$ cat config.mk
export PLATFORM = sky130hd
export DESIGN_NAME = pr_bus_arbiter
export DESIGN_NICKNAME = d
export VERILOG_FILES = /design/src/rtl/pr_bus_arbiter_pkg.sv /design/src/rtl/pr_bus_arbiter_rr_arb2.sv /design/src/rtl/pr_bus_arbiter.sv
export SDC_FILE = /design/constraint.sdc
export NUM_CORES = 1
export LEC_CHECK = 0
export CAP_MARGIN = 20
export CORE_UTILIZATION = 32
export CTS_CLUSTER_DIAMETER = 40
export DETAILED_ROUTE_END_ITERATION = 7
export PLACE_DENSITY = 0.8
export REMOVE_ABC_BUFFERS = 1
export SYNTH_ARGS = -nofsm -noshare
export SYNTH_HDL_FRONTEND = slang
export SYNTH_SLANG_ARGS = --single-unit
$ cat constraint.sdc
create_clock -name clk -period 2 [get_ports clk]
set_input_delay 0.4 -clock clk [delete_from_list [all_inputs] [get_ports clk]]
set_output_delay 0.4 -clock clk [all_outputs]
set_load 0.05 [all_outputs]
$ cat src/rtl/pr_bus_arbiter_pkg.sv
`default_nettype none
// ============================================================================
//  Module   : pr_bus_arbiter_pkg
//  Purpose  : Shared defaults and FSM state encoding for the processor-bus
//             arbiter / device-window bridge.
//  Revision : 1.0  initial release
// ============================================================================
package pr_bus_arbiter_pkg;

    localparam int          c_dev_cnt     = 2;
    localparam int          c_dev_addr_wd = 4;
    localparam int          c_dev_id_wd   = 4;
    localparam logic [31:0] c_base        = 32'h0000_7F00;
    localparam int          c_timeout     = 16;

    typedef enum logic [1:0] {
        ARB_IDLE   = 2'd0,
        ARB_ACCESS = 2'd1,
        ARB_RESP   = 2'd2
    } arb_state_t;

endpackage
`default_nettype wire

$ cat src/rtl/pr_bus_arbiter_rr_arb2.sv
`default_nettype none
// ============================================================================
//  Module   : rr_arb2
//  Purpose  : Two-requester round-robin picker. The pick is combinational;
//             the last-grant pointer is registered and advances only when
//             the caller accepts the grant.
//  Revision : 1.0  initial release
// ============================================================================
module rr_arb2 (
    input  logic       clk,
    input  logic       rst,
    input  logic [1:0] i_req,
    input  logic       i_en,
    output logic       o_gnt_valid,
    output logic       o_gnt_idx
);

    logic r_last;

    // Pick: a lone requester wins; on contention the one not granted last wins
    always_comb begin
        o_gnt_valid = |i_req;
        if (i_req == 2'b11) begin
            o_gnt_idx = ~r_last;
        end else begin
            o_gnt_idx = i_req[1];
        end
    end

    // Last-grant pointer; resets to 1 so master 0 wins the first contention
    always_ff @(posedge clk or negedge rst) begin
        if (!rst) begin
            r_last <= 1'b1;
        end else if (i_en && o_gnt_valid) begin
            r_last <= o_gnt_idx;
        end
    end

endmodule
`default_nettype wire

$ cat src/rtl/pr_bus_arbiter.sv
`default_nettype none
// ============================================================================
//  Module   : pr_bus_arbiter
//  Purpose  : Registered arbiter/bridge from two processor-bus masters to the
//             memory-mapped device window: round-robin grant, device-ID
//             decode, wait-state handshake, timeout, error response.
//  Revision : 1.0  initial release
// ============================================================================
module pr_bus_arbiter
    import pr_bus_arbiter_pkg::*;
#(
    parameter int          DEV_CNT     = c_dev_cnt,
    parameter int          DEV_ADDR_WD = c_dev_addr_wd,
    parameter int          DEV_ID_WD   = c_dev_id_wd,
    parameter logic [31:0] BASE        = c_base,
    parameter int          TIMEOUT     = c_timeout
) (
    input  logic                    clk,
    input  logic                    rst,
    input  logic [1:0]              m_req,
    input  logic [1:0]              m_we,
    input  logic [63:0]             m_addr,
    input  logic [63:0]             m_wdata,
    output logic [1:0]              m_ack,
    output logic [1:0]              m_err,
    output logic [31:0]             m_rdata,
    output logic [DEV_CNT-1:0]      dev_sel,
    output logic [DEV_ADDR_WD-1:0]  dev_addr,
    output logic [31:0]             dev_wdata,
    output logic                    dev_we,
    input  logic [32*DEV_CNT-1:0]   dev_rdata,
    input  logic [DEV_CNT-1:0]      dev_ready
);

    localparam int c_id_lo = DEV_ADDR_WD;
    localparam int c_id_hi = DEV_ADDR_WD + DEV_ID_WD;
    localparam int c_cnt_w = $clog2(TIMEOUT + 1);

    arb_state_t             r_state, w_state_n;
    logic                   r_gnt, w_gnt_n;
    logic [c_cnt_w-1:0]     r_cnt, w_cnt_n;
    logic [1:0]             r_m_ack, w_m_ack_n;
    logic [1:0]             r_m_err, w_m_err_n;
    logic [31:0]            r_m_rdata, w_m_rdata_n;
    logic [DEV_CNT-1:0]     r_dev_sel, w_dev_sel_n;
    logic [DEV_ADDR_WD-1:0] r_dev_addr, w_dev_addr_n;
    logic [31:0]            r_dev_wdata, w_dev_wdata_n;
    logic                   r_dev_we, w_dev_we_n;

    logic                   w_gnt_valid;
    logic                   w_gnt_idx;
    logic                   w_arb_en;
    logic [31:0]            w_addr;
    logic [31:0]            w_wdata;
    logic                   w_we;
    logic [DEV_ID_WD-1:0]   w_id;
    logic                   w_dec_ok;
    logic [DEV_CNT-1:0]     w_onehot;
    logic                   w_sel_ready;
    logic [31:0]            w_sel_rdata;

    assign w_arb_en = (r_state == ARB_IDLE);

    rr_arb2 u_rr_arb2 (
        .clk         (clk),
        .rst         (rst),
        .i_req       (m_req),
        .i_en        (w_arb_en),
        .o_gnt_valid (w_gnt_valid),
        .o_gnt_idx   (w_gnt_idx)
    );

    // Granted master's request fields and the device-ID decode
    always_comb begin
        w_addr   = w_gnt_idx ? m_addr[63:32]  : m_addr[31:0];
        w_wdata  = w_gnt_idx ? m_wdata[63:32] : m_wdata[31:0];
        w_we     = m_we[w_gnt_idx];
        w_id     = w_addr[c_id_lo +: DEV_ID_WD];
        w_dec_ok = (w_addr >= BASE)
                && (32'(w_id) < 32'(DEV_CNT))
                && (w_addr[31:c_id_hi] == BASE[31:c_id_hi]);
        w_onehot = '0;
        for (int i = 0; i < DEV_CNT; i++) begin
            w_onehot[i] = (32'(w_id) == i);
        end
    end

    // Ready and read data of the selected device only; others are masked off
    always_comb begin
        w_sel_ready = |(r_dev_sel & dev_ready);
        w_sel_rdata = '0;
        for (int i = 0; i < DEV_CNT; i++) begin
            if (r_dev_sel[i]) begin
                w_sel_rdata = w_sel_rdata | dev_rdata[32*i +: 32];
            end
        end
    end

    // Next-state and next-output logic; ack/err/rdata default to 0 so they
    // only ever pulse for the single RESP cycle
    always_comb begin
        w_state_n     = r_state;
        w_gnt_n       = r_gnt;
        w_cnt_n       = r_cnt;
        w_m_ack_n     = '0;
        w_m_err_n     = '0;
        w_m_rdata_n   = '0;
        w_dev_sel_n   = r_dev_sel;
        w_dev_addr_n  = r_dev_addr;
        w_dev_wdata_n = r_dev_wdata;
        w_dev_we_n    = r_dev_we;

        case (r_state)
            ARB_IDLE: begin
                if (w_gnt_valid) begin
                    w_gnt_n = w_gnt_idx;
                    if (w_dec_ok) begin
                        w_state_n     = ARB_ACCESS;
                        w_cnt_n       = '0;
                        w_dev_sel_n   = w_onehot;
                        w_dev_addr_n  = w_addr[DEV_ADDR_WD-1:0];
                        w_dev_wdata_n = w_wdata;
                        w_dev_we_n    = w_we;
                    end else begin
                        w_state_n            = ARB_RESP;
                        w_m_ack_n[w_gnt_idx] = 1'b1;
                        w_m_err_n[w_gnt_idx] = 1'b1;
                    end
                end
            end
            ARB_ACCESS: begin
                if (w_sel_ready) begin
                    w_state_n        = ARB_RESP;
                    w_m_ack_n[r_gnt] = 1'b1;
                    w_m_rdata_n      = r_dev_we ? 32'h0 : w_sel_rdata;
                    w_dev_sel_n      = '0;
                    w_dev_we_n       = 1'b0;
                end else if (r_cnt == c_cnt_w'(TIMEOUT - 1)) begin
                    w_state_n        = ARB_RESP;
                    w_m_ack_n[r_gnt] = 1'b1;
                    w_m_err_n[r_gnt] = 1'b1;
                    w_dev_sel_n      = '0;
                    w_dev_we_n       = 1'b0;
                end else begin
                    w_cnt_n = r_cnt + c_cnt_w'(1);
                end
            end
            ARB_RESP: begin
                w_state_n = ARB_IDLE;
            end
            default: begin
                w_state_n   = ARB_IDLE;
                w_dev_sel_n = '0;
                w_dev_we_n  = 1'b0;
            end
        endcase
    end

    // State and all outputs registered; reset clears everything at once
    always_ff @(posedge clk or negedge rst) begin
        if (!rst) begin
            r_state     <= ARB_IDLE;
            r_gnt       <= 1'b0;
            r_cnt       <= '0;
            r_m_ack     <= '0;
            r_m_err     <= '0;
            r_m_rdata   <= '0;
            r_dev_sel   <= '0;
            r_dev_addr  <= '0;
            r_dev_wdata <= '0;
            r_dev_we    <= 1'b0;
        end else begin
            r_state     <= w_state_n;
            r_gnt       <= w_gnt_n;
            r_cnt       <= w_cnt_n;
            r_m_ack     <= w_m_ack_n;
            r_m_err     <= w_m_err_n;
            r_m_rdata   <= w_m_rdata_n;
            r_dev_sel   <= w_dev_sel_n;
            r_dev_addr  <= w_dev_addr_n;
            r_dev_wdata <= w_dev_wdata_n;
            r_dev_we    <= w_dev_we_n;
        end
    end

    assign m_ack     = r_m_ack;
    assign m_err     = r_m_err;
    assign m_rdata   = r_m_rdata;
    assign dev_sel   = r_dev_sel;
    assign dev_addr  = r_dev_addr;
    assign dev_wdata = r_dev_wdata;
    assign dev_we    = r_dev_we;

endmodule
`default_nettype wire

==> impl_metrics.env <==
export IMPL_ant_nets=0
export IMPL_start_util_pct=33.4
export IMPL_max_cap_violations=0
export IMPL_overflow=0
export IMPL_dp_final_hpwl_mm=10.4
export IMPL_synth_cell_types=37
export IMPL_numCtsBuffers=9
export IMPL_critPathCaptureType="flip-flop"
export IMPL_fp_coreArea_sq_mm=0.0116
export IMPL_utilization_pct=64.8
export IMPL_fp_dieH_um=112
export IMPL_synth_area_leader_cell="dfrtp_1"
export IMPL_grt_use_met1_pct=20.2
export IMPL_power_density_mw_per_mm2=688
export IMPL_criticalPathCategory="in -> reg"
export IMPL_yosysTopAreaCellShare_pct=53.5
export IMPL_synthTopCellsByArea="dfrtp_1 (54%), mux2i_1 (10%), a22oi_1 (6.4%)"
export IMPL_switching_power_mw=1.49
export IMPL_htree_levels=3
export IMPL_fin_cells=806
export IMPL_max_stage_delay_ps=420
export IMPL_fp_dieW_um=112
export IMPL_postSynth_asyncResetShare_pct=100
export IMPL_fin_crit_ps=2040
export IMPL_r2r_start="u_rr_arb2.r_last"
export IMPL_grt_use_total_pct=22.1
export IMPL_status="complete, but fails checks"
export IMPL_finalSetupViolations=6
export IMPL_grt_met3_usage_pct=8.21
export IMPL_yosysSeqAreaShare_pct=54.2
export IMPL_worst_clock_skew_ps=6.80
export IMPL_crit_path_top_delay_cell="clkdlybuf4s50_1"
export IMPL_post_place_ws_ps=-865
export IMPL_synthToLayoutAreaGrowth_pct=94.0
export IMPL_regToRegSetupSlack_ps=-30
export IMPL_ir_worst_vdd_mv=0.499
export IMPL_power_total_mw=5.18
export IMPL_final_area_sq_mm=0.00752
export IMPL_pwr_share_comb_pct=31.2
export IMPL_startpoint="m_addr[48]"
export IMPL_p_leak_nw=3.14
export IMPL_cp_arrival_ps=2250
export IMPL_final_hold_viol_count=0
export IMPL_r2r_end="r_cnt[0]"
export IMPL_netlist_area_sq_mm=0.00388
export IMPL_cts_root_buf="clkbuf_16"
export IMPL_synth_edf_count=0
export IMPL_finalWirelength_mm=14.2
export IMPL_drt_iter0_drc=329
export IMPL_critPathLaunchType="primary input"
export IMPL_postSynthAreaPerCell_sq_um=10.6
export IMPL_grt_pass1_vias=4358
export IMPL_min_path_type="in -> async"
export IMPL_avgViaCountPerCell=5.10
export IMPL_vias=4114
export IMPL_worst_pin_slew_ps=538
export IMPL_slew_headroom_pct=64.0
export IMPL_finalNetCount=859
export IMPL_drt_pass1_iter_count=8
export IMPL_grt_use_met2_pct=44.0
export IMPL_grt_pass1_wl_mm=21.4
export IMPL_netlist_top_cells_count="dfrtp_1 (83), mux2i_1 (40), a21oi_1 (39), nor2_1 (39), a31oi_1 (37)"
export IMPL_rsz0062_at_grt="true"
export IMPL_intPower_mw=3.69
export IMPL_clkSinkCount=84
export IMPL_tns_ps=-158
export IMPL_portBuffers=274
export IMPL_clk_path_buf_depth=2
export IMPL_power_share_clock_pct=32.4
export IMPL_cts_tree="done"
export IMPL_post_route_period_util_pct=102
export IMPL_post_place_cells=773
export IMPL_fmax_mhz=489
export IMPL_dpl_cell_area_sq_mm=0.00689
export IMPL_path_clk_slew_ps=60
export IMPL_seqPwrFrac_pct=36.3
export IMPL_rr_worst_depth=7
export IMPL_violations="DRC, setup timing"
export IMPL_ios=275
export IMPL_yosysMostFrequentCell="dfrtp_1"
export IMPL_ys_warn_count=0
export IMPL_drv_slew=0
export IMPL_grt_max_degree=75
export IMPL_dieArea_sq_mm=0.0126
export IMPL_cp_required_ps=2210
export IMPL_clock_latency_ps=320
export IMPL_synth_flop_cell="dfrtp_1"
export IMPL_num_rows=39
export IMPL_drc=19
export IMPL_ys_ff_latch=84
export IMPL_endpoint="r_cnt[0]"
export IMPL_grt_antenna_before_repair=2
export IMPL_gp_congestion=0.792
export IMPL_synthCells=367
export IMPL_setup_ws_ps=-44.3
export IMPL_swShare_pct=28.7
export IMPL_wire_per_inst_um=17.6
export IMPL_drive_above_1_share_pct=13.2
export IMPL_crit_chain="clkdlybuf4s50_1, nor4_2, nand4_1, o22ai_4, buf_12, buf_6, o21ai_4, mux2_4"
export IMPL_holdWs_ps=1.71
export IMPL_cp_max_fo=6
export IMPL_busiest_layer="met2"
export IMPL_cts_hold_buf=0
==> sequential cells by signal, indices dropped and copies added, names as in the netlist <==
signal,flops
dev_we,1
r_state,2
r_gnt,1
r_cnt,5
dev_addr,4
m_err,2
m_rdata,32
dev_sel,2
m_ack,2
u_rr_arb2.r_last,1
dev_wdata,32
==> per-layer routing <==
layer	share of wire, %	wire length [um]
met5	0	0
met4	1.9	264
met3	9.8	1390
met2	56	7910
met1	33	4610
==> power by group through the flow <==
stage / registers [mW] / logic (mW) / clock network [mW]
after floorplan: 1.99 / 0.626 / 0
after global placement: 1.90 / 1.44 / 0
after detailed placement: 1.91 / 1.48 / 0
after CTS: 1.88 / 1.56 / 1.72
after global routing: 1.89 / 1.73 / 1.82
final: 1.88 / 1.62 / 1.68
==> how the worst min path moves through the flow <==
stage | startpoint | endpoint | slack [ps] | cells past startpoint
global placement | rst | m_rdata[14] | 350 | 1
global route | rst | m_rdata[31] | 20 | 1
finish | rst | m_rdata[31] | 2 | 1
floorplan | rst | dev_addr[0] | 100 | 0
CTS | rst | m_rdata[31] | 8 | 1
detailed placement | rst | m_rdata[31] | 360 | 1
==> area by class of cell <==
type                            count  area, sq um
Clock buffer                       14          274
Inverter                            5         18.8
Antenna cell                        2         5.00
Multi-Input combinational cell    245         1730
Fill cell                         891         4090
Tap cell                          143          179
Clock inverter                      1         30.0
Timing Repair Buffer              312         3190
Sequential cell                    84         2100
==> cell usage in the layout (no fill, tap or decap), types with 2 or more instances in the layout <==
cell type and n:
nor2_4 2, o21ai_0 2, nor4_1 6, buf_12 7, nand2_1 6, mux2i_1 40
a21oi_1 38, a22o_1 4, a21o_1 3, clkdlybuf4s50_1 254, nand4_1 4, dfrtp_1 83
inv_1 5, and3_1 2, nand2b_1 2, or4_4 2, clkbuf_8 3, a31oi_1 37
clkbuf_1 2, diode_2 2, buf_16 4, buf_6 6, clkbuf_16 10, a22oi_1 33
buf_2 3, nor4_2 4, dlygate4sd2_1 6, buf_4 31, nand3_1 3, nor2_1 37
==> kinds of logic after synthesis <==
| kind of cell | Yosys count | synth area share (%) |
|---|---|---|
| AO/OA/AOI/OAI | 126 | 20.7 |
| flip-flops | 84 | 54.2 |
| AND/OR/NAND/NOR | 75 | 9.23 |
| multiplexers | 42 | 10.9 |
| buffers and inverters | 38 | 4.32 |
| adder cells (fa/ha/maj) | 2 | 0.645 |
==> what timing repair did <==
| item | in CTS | in global routing |
|---|---|---|
| setup buffers | 10 | 2 |
| pin swaps | 13 | 6 |
| resized for setup | 43 | 7 |
| setup endpoints to repair | 50 | 49 |
| cloned | 4 | 1 |
==> critical path, delay by kind of cell <==
family          cells  cell delay [ps]
compound gates      2              360
buf+inv             3              680
mux                 1              260
simple gates        2              560
Power figures use the tool's default switching activity.
